`src/rtl/mmio_pkg.sv`:
```
// rtl/mmio_pkg.sv - shared MMIO addresses, transmitter state encoding and status layout
package mmio_pkg;

  // Default memory-mapped addresses, shared with future MMIO blocks
  localparam logic [14:0] TXDATA_ADDR_DEFAULT = 15'h6001;
  localparam logic [14:0] STATUS_ADDR_DEFAULT = 15'h6002;

  // Serial transmitter FSM states
  typedef enum logic [1:0] {
    IDLE  = 2'd0,
    START = 2'd1,
    DATA  = 2'd2,
    STOP  = 2'd3
  } tx_state_t;

  // Status word bit positions
  localparam int ST_BUSY      = 0;
  localparam int ST_FULL      = 1;
  localparam int ST_OVERFLOW  = 2;
  localparam int ST_EMPTY     = 3;
  localparam int ST_COUNT_LSB = 4;
  localparam int ST_COUNT_MSB = 8;

endpackage

```
`src/rtl/uart_tx_fifo.sv`:
```
// rtl/uart_tx_fifo.sv - small byte FIFO feeding the serial transmitter
module uart_tx_fifo import mmio_pkg::*; #(
  parameter int DEPTH = 4
) (
  input  logic                     clk,
  input  logic                     reset,
  input  logic                     push,
  input  logic [7:0]               din,
  input  logic                     pop,
  output logic [7:0]               dout,
  output logic [$clog2(DEPTH):0]   count,
  output logic                     full,
  output logic                     empty
);

  localparam int PW = $clog2(DEPTH);
  localparam int CW = PW + 1;

  logic [7:0]    mem [DEPTH];
  logic [PW-1:0] wr_ptr;
  logic [PW-1:0] rd_ptr;
  logic          do_push;
  logic          do_pop;

  assign full    = (count == CW'(DEPTH));
  assign empty   = (count == '0);
  // A pop frees a slot in the same cycle, so a full FIFO still accepts a write alongside it
  assign do_pop  = pop && !empty;
  assign do_push = push && (!full || do_pop);
  assign dout    = mem[rd_ptr];

  // Storage array: written only, never reset, contents are qualified by count
  always_ff @(posedge clk) begin
    if (do_push) begin
      mem[wr_ptr] <= din;
    end
  end

  // Pointers wrap naturally since DEPTH is a power of two; count tracks occupancy
  always_ff @(posedge clk or negedge reset) begin
    if (!reset) begin
      wr_ptr <= '0;
      rd_ptr <= '0;
      count  <= '0;
    end else begin
      if (do_push) wr_ptr <= wr_ptr + PW'(1);
      if (do_pop)  rd_ptr <= rd_ptr + PW'(1);
      case ({do_push, do_pop})
        2'b10:   count <= count + CW'(1);
        2'b01:   count <= count - CW'(1);
        default: count <= count;
      endcase
    end
  end

endmodule

```
`src/rtl/mmio_uart_tx.sv`:
```
// rtl/mmio_uart_tx.sv - Hack memory-bus mapped 8N1 serial transmitter with status word
module mmio_uart_tx import mmio_pkg::*; #(
  parameter int          CLKS_PER_BIT = 434,
  parameter int          FIFO_DEPTH   = 4,
  parameter logic [14:0] TXDATA_ADDR  = TXDATA_ADDR_DEFAULT,
  parameter logic [14:0] STATUS_ADDR  = STATUS_ADDR_DEFAULT
) (
  input  logic        clk,
  input  logic        reset,
  input  logic [14:0] addressM,
  input  logic [15:0] outM,
  input  logic        writeM,
  output logic [15:0] rd_data,
  output logic        rd_hit,
  output logic        tx,
  output logic        busy
);

  localparam int             BW        = $clog2(CLKS_PER_BIT);
  localparam int             CW        = $clog2(FIFO_DEPTH) + 1;
  localparam logic [BW-1:0]  BAUD_LAST = BW'(CLKS_PER_BIT - 1);

  tx_state_t     state;
  logic [BW-1:0] baud_cnt;
  logic [2:0]    bit_idx;
  logic [7:0]    shift_q;
  logic          overflow;

  logic          push_req;
  logic          clr_req;
  logic          pop;
  logic          bit_done;
  logic          ovf_set;
  logic [7:0]    fifo_dout;
  logic [CW-1:0] fifo_count;
  logic          fifo_full;
  logic          fifo_empty;
  logic [15:0]   status;

  // Only the low byte of a CPU write is transmitted
  logic          unused_outm_hi;
  assign unused_outm_hi = ^outM[15:8];

  assign push_req = writeM && (addressM == TXDATA_ADDR);
  assign clr_req  = writeM && (addressM == STATUS_ADDR);
  assign bit_done = (baud_cnt == BAUD_LAST);
  assign ovf_set  = push_req && fifo_full && !pop;

  // Pop when idle with data waiting, or at the end of a stop bit to chain frames gap-free
  always_comb begin
    pop = 1'b0;
    case (state)
      IDLE:    pop = !fifo_empty;
      STOP:    pop = bit_done && !fifo_empty;
      default: pop = 1'b0;
    endcase
  end

  uart_tx_fifo #(
    .DEPTH (FIFO_DEPTH)
  ) u_fifo (
    .clk   (clk),
    .reset (reset),
    .push  (push_req),
    .din   (outM[7:0]),
    .pop   (pop),
    .dout  (fifo_dout),
    .count (fifo_count),
    .full  (fifo_full),
    .empty (fifo_empty)
  );

  // Sticky overflow flag; a clear write takes priority over a simultaneous drop
  always_ff @(posedge clk or negedge reset) begin
    if (!reset) begin
      overflow <= 1'b0;
    end else if (clr_req) begin
      overflow <= 1'b0;
    end else if (ovf_set) begin
      overflow <= 1'b1;
    end
  end

  // Frame sequencer: start bit, eight data bits LSB first, stop bit, each CLKS_PER_BIT long
  always_ff @(posedge clk or negedge reset) begin
    if (!reset) begin
      state    <= IDLE;
      baud_cnt <= '0;
      bit_idx  <= '0;
      shift_q  <= '0;
      tx       <= 1'b1;
    end else begin
      case (state)
        IDLE: begin
          baud_cnt <= '0;
          bit_idx  <= '0;
          if (!fifo_empty) begin
            shift_q <= fifo_dout;
            state   <= START;
            tx      <= 1'b0;
          end
        end
        START: begin
          if (bit_done) begin
            baud_cnt <= '0;
            bit_idx  <= '0;
            state    <= DATA;
            tx       <= shift_q[0];
          end else begin
            baud_cnt <= baud_cnt + BW'(1);
          end
        end
        DATA: begin
          if (bit_done) begin
            baud_cnt <= '0;
            if (bit_idx == 3'd7) begin
              state <= STOP;
              tx    <= 1'b1;
            end else begin
              bit_idx <= bit_idx + 3'd1;
              tx      <= shift_q[bit_idx + 3'd1];
            end
          end else begin
            baud_cnt <= baud_cnt + BW'(1);
          end
        end
        STOP: begin
          if (bit_done) begin
            baud_cnt <= '0;
            bit_idx  <= '0;
            if (!fifo_empty) begin
              shift_q <= fifo_dout;
              state   <= START;
              tx      <= 1'b0;
            end else begin
              state <= IDLE;
            end
          end else begin
            baud_cnt <= baud_cnt + BW'(1);
          end
        end
        default: begin
          state <= IDLE;
          tx    <= 1'b1;
        end
      endcase
    end
  end

  // Busy is a registered view of activity, so it lags the FSM by one clock
  always_ff @(posedge clk or negedge reset) begin
    if (!reset) begin
      busy <= 1'b0;
    end else begin
      busy <= (state != IDLE) || !fifo_empty;
    end
  end

  // Status word assembly
  always_comb begin
    status                            = '0;
    status[ST_BUSY]                   = busy;
    status[ST_FULL]                   = fifo_full;
    status[ST_OVERFLOW]               = overflow;
    status[ST_EMPTY]                  = fifo_empty;
    status[ST_COUNT_MSB:ST_COUNT_LSB] = 5'(fifo_count);
  end

  // Read-path decode merged into the CPU's inM mux
  always_comb begin
    rd_hit  = (addressM == TXDATA_ADDR) || (addressM == STATUS_ADDR);
    rd_data = (addressM == STATUS_ADDR) ? status : 16'h0000;
  end

endmodule
```
`config.mk`:
```
export PLATFORM = sky130hd
export DESIGN_NAME = mmio_uart_tx
export DESIGN_NICKNAME = d
export VERILOG_FILES = /design/src/rtl/mmio_pkg.sv /design/src/rtl/uart_tx_fifo.sv /design/src/rtl/mmio_uart_tx.sv
export SDC_FILE = /design/constraint.sdc
export NUM_CORES = 1
export LEC_CHECK = 0
export ABC_AREA = 1
export ABC_CLOCK_PERIOD_IN_PS = 2900
export CAP_MARGIN = 20
export CORE_MARGIN = 4
export CORE_UTILIZATION = 30
export DETAILED_ROUTE_END_ITERATION = 12
export MAX_ROUTING_LAYER = met4
export SETUP_SLACK_MARGIN = 0.15
export SYNTH_ARGS = -nofsm -noshare
export SYNTH_HDL_FRONTEND = slang
export SYNTH_SLANG_ARGS = --single-unit
export TNS_END_PERCENT = 1
```
`constraint.sdc`:
```
create_clock -name clk -period 2.9 [get_ports clk]
set_input_delay 0.725 -clock clk [delete_from_list [all_inputs] [get_ports clk]]
set_output_delay 0.725 -clock clk [all_outputs]
set_load 0.01 [all_outputs]
```
Word level (Yosys, flattened, before mapping). Memory sizes are Yosys's and may differ from the RTL's. Cells that the tools add are included.

Flip-flop bits (word level): 32. RAM bits: 32. Output and inout port bits: 19. Logic and storage cells: 91. Memories: 1.

$add $sub $neg: 6. $lt $le $gt $ge: 1. Equality and inequality tests: 17. Muxes and demuxes: 31. Reductions and logical operators: 25.

Memory list: u_fifo.mem (depth 4, bits a word 8, read ports 1, clocked after memory_dff 0, write ports 1, line uart_tx_fifo.sv:19) `logic [7:0] mem [DEPTH];`.

Operators with widths (count): equality test 15 bit (second input constant) (2); one-hot mux 9 bit (2 select lines) (1); two-way mux 8 bit (2); one-hot mux 8 bit (2 select lines) (1); inequality test 2 bit (second input constant) (6); two-way mux 1 bit (11); two-way mux 2 bit (5); adder 9 x 1 -> 9 bit (second input constant) (1); equality test 9 bit (second input constant) (1); two-way mux 3 bit (3); two-way mux 9 bit (1); one-hot mux 3 bit (3 select lines) (1); one-hot mux 2 bit (4 select lines) (1); nonzero test 2 bit (4); logical AND 1 bit (7); two-way mux 7 bit (1); adder 3 x 1 -> 3 bit (second input constant) (2); equality test 2 bit (second input constant) (3); equality test 3 bit (second input constant) (2); one-hot mux 3 bit (2 select lines) (1); AND reduction 3 bit (2); AND reduction 5 bit (1); adder 2 x 1 -> 2 bit (second input constant) (2); equality test 2 x 1 -> 1 bit (second input constant) (2); 13 further kinds (17).

Logic depth before layout (Yosys ltp). Gate-level depths: netlist of run 1.

Depth after elaboration: 9. Mapped depth: 15.

Modules after synthesis. A second synthesis of run 1 with hierarchy kept.

Cells, all modules: 353. Area total of the unflattened synthesis: 3306.9 µm².

By module, submodules not included: uart_tx_fifo (instances 1, cells each 148, area each 1715.4 µm², seq. area each 1136.1 µm²); mmio_uart_tx (instances 1, cells each 205, area each 1591.5 µm², seq. area each 626.9 µm²).

Worst setup path before layout of run 1. No wires, ideal clock.

Path type: register -> register. Start point: reg state[0]. End point: reg u_fifo.count[2]. Setup time: 0.131 ns. Arrival time: 2.182 ns. Required time: 2.769 ns. Slack: 0.587 ns. Cell stages (with the launch flop): 14. Path buffers: 0. Clock period less this slack: 2.313 ns. Cell sequence: dfrtp_1 -> inv_1 -> ha_1 -> inv_1 -> nand2_1 -> nor2_2 -> nand2_4 -> inv_1 -> ha_1 -> inv_1 -> fa_1 -> a21oi_1 -> o21ai_0 -> xor2_1.

Word-level cells in the longest chain between the ends: 7.

RTL lines: from (decl) (line mmio_uart_tx.sv:23) `tx_state_t state;`; from (signal assigned) (line mmio_uart_tx.sv:87) `state <= IDLE;`; from (signal assigned) (line mmio_uart_tx.sv:99) `state <= START;`; from (signal assigned) (line mmio_uart_tx.sv:107) `state <= DATA;`; equality test 2 bit or zero test 2 bit (tied branches) (line mmio_uart_tx.sv:52) `case (state)`; one-hot mux 1 bit (2 select lines) * (line mmio_uart_tx.sv:52); logical AND 1 bit * (line uart_tx_fifo.sv:28) `assign do_pop = pop && !empty;`; net u_fifo.do_pop (line uart_tx_fifo.sv:23) `logic do_pop;`; logical OR 1 bit (line uart_tx_fifo.sv:29) `assign do_push = push && (!full || do_pop);`; logical AND 1 bit (line uart_tx_fifo.sv:29); equality test 2 x 1 -> 1 bit or equality test 2 bit (tied branches) (line uart_tx_fifo.sv:48) `case ({do_push, do_pop})`; one-hot mux 3 bit (2 select lines) or nonzero test 2 bit (tied branches); to (signal assigned) (line uart_tx_fifo.sv:49) `2'b10: count <= count + CW'(1);`; to (signal assigned) (line uart_tx_fifo.sv:50) `2'b01: count <= count - CW'(1);`; to (signal assigned) (line uart_tx_fifo.sv:51) `default: count <= count;`; to (decl) (line uart_tx_fifo.sv:11) `output logic [$clog2(DEPTH):0] count,`.

The timed path passes the listed nets; every way through them passes the cells marked *. A chain may end at the register's enable or synchronous reset.

Worst setup path in the final report of run 1.
Start point: in addressM[3]. End point: out rd_data[2].

Word-level cells in the longest chain between the ends: 2.

RTL lines: from (decl) (line mmio_uart_tx.sv:10) `input logic [14:0] addressM,`; equality test 15 bit (line mmio_uart_tx.sv:172) `rd_data = (addressM == STATUS_ADDR) ? status : 16'h0000;`; two-way mux 7 bit (line mmio_uart_tx.sv:172); to (decl) (line mmio_uart_tx.sv:13) `output logic [15:0] rd_data,`.

Every way passes these cells.

==> qor.csv, run 1 <==
metric,value,unit
track_usage,10.0,%
synth.ff_latch_count,64,
clk_path_buf_depth,2,
antenna_found_initial,0,
maxSlewHeadroom,62.4,%
pre_cts_slack,-0.202,ns
area_growth,23.6,%
setup_viol,0,
synthCells,340,
postRouteWirelength,5810,µm
post-synth-top-count-cell,nor2_1,
synth_ff_type,edfxtp_1,
cp_max_fo,5,
placed_area,3720,µm²
fin_ws,0.188,ns
cts_sinks,64,
cap_viol_max_count,0,
ys_seq_area_share,54.8,%
die_w,112,µm
critPathArrivalTime,1.99,ns
max_freq,369,MHz
p_per_area,495,nW/µm²
io_buffers,35,
cts_tree,done,
tightest_slew,0.564,ns
finalHoldViolations,0,
leakagePower,1.72,nW
htreeDepth,3,
regArea,1760,µm²
ios,53,
yosys.area.top_type,edfxtp_1,
vias,2248,
grt_pass1_wl,9960,µm
syn-cell-area,3220,µm²
path_clk_slew,0.08,ns
cp.depth,7,
grt_start_max_net_pins,33,
crit_path_frequent_cell,nor2_1,
ant_nets,0,
grt_pass1_vias,2152,
max_stage_delay,0.40,ns
place_congestion,0.774,
ir_drop,396,µV
start_util,31.0,%
die_area,12400,µm²
drive_gt1_share,14.5,%
slowest_stage,clkdlybuf4s50_1,
rsz0062_at_grt,yes,
grt_util_met3,3.48,%
busiest_layer,met2,
dp_cells,513,
hold_path.class,reg -> reg,
skew,0.00809,ns
fill_cells,1057,
wire_per_inst,11.0,µm
grtUsageMet2,16.5,%
core_area,10400,µm²
fin_crit_sh,93.5,%
criticalPathCategory,in -> out,
critPathCaptureType,primary output,
fin_area,3970,µm²
critPathLaunchType,input port,
drt_iter0_drc,77,
cp.required,2.17,ns
fin_cells,530,
synth_cell_type_count,30,
synth-edff-count,32,
dr.pass1.iters,6,
async_flop_share,50.0,%
via_per_inst,4.24,
grt-ovfl-total,0,
rows,37,
yosys-top-cells-count,"nor2_1, nand2_1, inv_1",
finalMaxSlewViolations,0,
cp_cell_sequence,clkdlybuf4s50_1 > nor2_1 > nand3_1 > nor2_2 > nand2_2 > nor2_1 > dlygate4sd2_1,
reg2reg_depth,13,
cts_buffers,9,
diodes,0,
yosysTopAreaCellShare,29.9,%
status,"finished, final reports clean",
cp.buffers_inverters,2,
cts_hold_buf,0,
multi_input_comb_area,1230,µm²
post-route-drc-count,0,
min_path_cells,1,
syn_avg_cell_area,9.46,µm²
fin_crit,2.71,ns
clk-insertion-delay-late,0.34,ns
cp_top_family,buffers and inverters,
yosysWarnings,0,
finish.utilization,38.3,%
cts-root-buf,clkbuf_8,
die-height,112,µm
nets,438,
use_met1,11.7,%
dpl.hpwl,4080,µm
synthTopCellsByArea,"edfxtp_1, dfrtp_1, nor2_1",
total_power,1.97,mW
layer usage:
| metal | share of wire [%] | up-vias |
|---|---|---|
| li1 | - | 1181 |
| met2 | 50 | 34 |
| met1 | 44 | 1029 |
| met5 | 0 | - |
| met4 | 0.76 | 0 |
| met3 | 4.4 | 4 |
what timing repair did:
action                                  CTS  global route
resized for setup                        10             4
endpoints found under the setup margin    8             8
cloned                                    0             1
buffers inserted                          0             0
registers in the layout, summed over array words and instances, names as in the netlist:
name	cells
u_fifo.mem	32
u_fifo.wr_ptr	2
overflow	1
state	2
u_fifo.rd_ptr	2
baud_cnt	9
u_fifo.count	3
bit_idx	3
shift_q	8
tx	1
busy	1
where the power goes:
part / switching, mW / internal [mW]
logic: 0.0259 / 0.0330
clock network: 0.371 / 0.581
registers: 0.0000531 / 0.954
total: 0.397 / 1.57
layout by cell type, fill, tap and decap left out, types with 7 or more instances in the layout:
cell	synthesis	final
a21oi_1	8	8
buf_4	11	9
clkbuf_8	0	9
clkdlybuf4s50_1	0	27
conb_1	1	9
dfrtp_1	31	31
dlygate4sd2_1	0	7
edfxtp_1	32	32
ha_1	14	14
inv_1	39	39
nand2_1	52	51
nand3_1	16	16
nor2_1	59	57
o21ai_0	31	31
o21ai_2	8	8
stage by stage:
| step | hold slack, ns | setup TNS, ns |
|---|---|---|
| 6_report | 0.459 | 0 |
| 5_1_grt | 0.484 | 0 |
| 4_1_cts | 0.465 | 0 |
| 3_5_place_dp | 0.455 | -1.14 |
| 3_3_place_gp | 0.449 | -1.02 |
| 2_1_floorplan | 0.429 | 0 |
path summary, 6_finish.rpt:
check	from	to	slack, ns
max	addressM[3]	rd_data[2]	0.19
min	baud_cnt[8]$_DFF_PN0_	baud_cnt[8]$_DFF_PN0_	0.46
max reg2reg	state[0]$_DFFE_PN0P_	u_fifo.count[2]$_DFFE_PN0P_	0.40
min reg2reg	baud_cnt[8]$_DFF_PN0_	baud_cnt[8]$_DFF_PN0_	0.46
max in group asynchronous	reset	tx$_DFFE_PN1P_	1.78
min in group asynchronous	reset	baud_cnt[4]$_DFF_PN0_	0.78
final cells by class:
| type | instances | share of cell area [%] |
|---|---|---|
| Clock buffer | 9 | 3.12 |
| Timing Repair Buffer | 44 | 10.2 |
| Inverter | 42 | 3.97 |
| Tap cell | 136 | 4.28 |
| Sequential cell | 64 | 44.4 |
| Clock inverter | 7 | 3.15 |
| Multi-Input combinational cell | 228 | 31.0 |
cells by family (layout without fill, tap and decap cells):
kind of cell               after synthesis  in the layout  synth area share, %
DFF                                     64             64                 54.8
buffers and inverters                   57            102                 8.29
and+or+nand+nor                        148            149                 20.9
adders and majority gates               15             15                 6.07
AOI/OAI and AO/OA                       52             52                 9.03
xor gates and xnor gates                 3              3                0.817
other                                    1              9                0.117
(Power assumes the default switching activity.)
==> inputs of run 2 (changes only) <==
- CORE_MARGIN: 4 -> default
==> qor.csv, run 2 (synthesis results as in run 1) <==
metric,value,unit,change
hp-start,baud_cnt[8]$_DFF_PN0_,,
power_frac_comb,3.1,%,about the same
cap_viol_max_count,0,,unchanged
antenna_found_initial,0,,unchanged
hold_end,baud_cnt[8]$_DFF_PN0_,,
leakagePower,1.71,nW,-0.72%
fin_area,3970,µm²,-0.16%
cts_buffers,9,,unchanged
switching_power,0.393,mW,-1.1%
ios,53,,unchanged
switching_share,21.0,%,+0.78 points
holdWs,0.463,ns,+0.00390 ns
grt_start_max_net_pins,33,,unchanged
dr.pass1.iters,4,,-2
max_freq,369,MHz,+0.13%
drive_gt1_share,14.7,%,+0.22 points
reg_top3,"u_fifo.mem (32), baud_cnt (9), shift_q (8)",,
postRouteWirelength,5610,µm,-3.5%
diodes,0,,unchanged
ant_nets,0,,unchanged
ir_drop,293,µV,-26%
core_area,10400,µm²,unchanged
power_frac_clock,45.9,%,-2.6 points
power_frac_seq,51.0,%,+2.5 points
cts_tree,done,,
maxSlewHeadroom,58.9,%,-3.5 points
criticalPathCategory,in -> out,,
rows,37,,unchanged
critPathArrivalTime,1.98,ns,about the same
grt-ovfl-total,0,,unchanged
start_util,31.0,%,unchanged
grt_pass1_wl,9850,µm,-1.0%
worstReg2RegEnd,u_fifo.count[2]$_DFFE_PN0P_,,
placed_area,3720,µm²,unchanged
skew,0.0144,ns,+0.00635 ns
clk_path_buf_depth,2,,unchanged
wire_per_inst,10.6,µm,-3.6%
tightest_slew,0.617,ns,+0.0527 ns
area_growth,23.4,%,
vias,2277,,+1.3%
cp_max_fo,4,,-1
critPathCaptureType,primary output,,
finalMaxSlewViolations,0,,unchanged
post-route-drc-count,0,,unchanged
rsz0062_at_grt,yes,,
rrSetupSlack,0.39,ns,about the same
setup_viol,0,,unchanged
path_clk_slew,0.07,ns,about the same
drt_iter0_drc,85,,+10%
largest_register_ff_count,32,,unchanged
fin_crit,2.71,ns,-0.00356 ns
nets,439,,+0.23%
fin_crit_sh,93.4,%,-0.12 points
place_congestion,0.755,,-2.6%
p_int,1.48,mW,-5.6%
via_per_inst,4.29,,+1.1%
track_usage,11.7,%,+1.6 points
io_buffers,35,,unchanged
reg2reg_from,state[0]$_DFFE_PN0P_,,
cts_sinks,64,,unchanged
die-height,106,µm,-5.4%
grt_pass1_vias,2208,,+2.6%
dpl.hpwl,3970,µm,-2.8%
die_area,11100,µm²,-10%
die_w,106,µm,-5.4%
hold_path.class,reg -> reg,,
cts-root-buf,clkbuf_8,,
finalHoldViolations,0,,unchanged
cp.required,2.17,ns,about the same
regMostFlops,u_fifo.mem,,
min_path_cells,1,,unchanged
reg2reg_depth,13,,unchanged
htreeDepth,3,,unchanged
p_per_area,472,nW/µm²,-4.6%
clk-insertion-delay-late,0.34,ns,about the same
total_power,1.87,mW,-4.7%
critPathLaunchType,input port,,
final_common_cell,nor2_1,,
status,"finished, final reports clean",,
layout_common_cells,"nor2_1, nand2_1, inv_1",,
run 2: cell types whose count changed in the layout (fill, tap and decap cells not counted), sizes merged:
cell           change
buf                +1
clkbuf             -1
clkinv             +3
bufinv             -1
dlygate4sd2        -1
clkdlybuf4s15      +2
inv                -2
run 2: cell type report:
cell class | instances | area (µm²)
fill | 1065 | 6400
sequential | 64 | 1760
multi-input combinational | 228 | 1230
timing repair buffer | 45 | 419
tap | 136 | 170
inverter | 42 | 158
clock buffer | 9 | 124
clock inverter | 7 | 104
run 2: how the worst max path moves through the flow:
stage	from	to	slack [ns]	depth (start not counted)
after floorplan	state[0]$_DFFE_PN0P_	u_fifo.count[2]$_DFFE_PN0P_	0.59	13
after CTS	addressM[3]	rd_data[1]	0.16	7
after detailed placement	addressM[3]	rd_data[1]	-0.22	7
after global routing	addressM[3]	rd_data[1]	0.08	7
final	addressM[3]	rd_data[6]	0.19	7
after global placement	addressM[3]	rd_data[1]	-0.19	7
run 2: metrics by stage:
stage / setup TNS, ns / std cells / worst slack [ns] / utilization [%]
after detailed placement: -1.29 / 513 / -0.218 / 35.9
final: 0 / 531 / 0.191 / 38.3
after floorplan: 0 / 348 / 0.587 / -
after global routing: 0 / 531 / 0.0774 / 38.3
after CTS: 0 / 529 / 0.165 / 38.1
after global placement: -1.08 / 513 / -0.190 / 35.9
run 2: repair_timing:
| action | in CTS | in global routing |
|---|---|---|
| hold buffers | 0 | 0 |
| gates resized for setup | 12 | 4 |
| cloned | 0 | 1 |
| setup endpoints to repair | 8 | 8 |
| buffers inserted | 0 | 1 |
| hold endpoints to repair | 0 | 0 |
run 2: power by group through the flow:
| stage | Clock [mW] | Combinational, mW | Sequential (mW) |
|---|---|---|---|
| 6_report | 0.860 | 0.0587 | 0.954 |
| 5_1_grt | 0.917 | 0.0664 | 0.954 |
| 4_1_cts | 0.886 | 0.0594 | 0.954 |
| 3_5_place_dp | 0 | 0.0590 | 0.973 |
| 3_3_place_gp | 0 | 0.0580 | 0.973 |
| 2_1_floorplan | 0 | 0.0186 | 0.974 |
run 2: routing by layer:
layer	global-route usage [%]	share of wire (%)
met1	13.1	45
met4	5.06	1.4
met3	3.53	3.6
met2	19.3	50
met5	-	0
run 2: critical path, stage by stage:
cell and delay (ns):
clkdlybuf4s50_1 0.42, nor2_2 0.13, nand3_1 0.09, nor2_2 0.12
nand2_1 0.12, nor2_1 0.10, dlygate4sd2_1 0.28
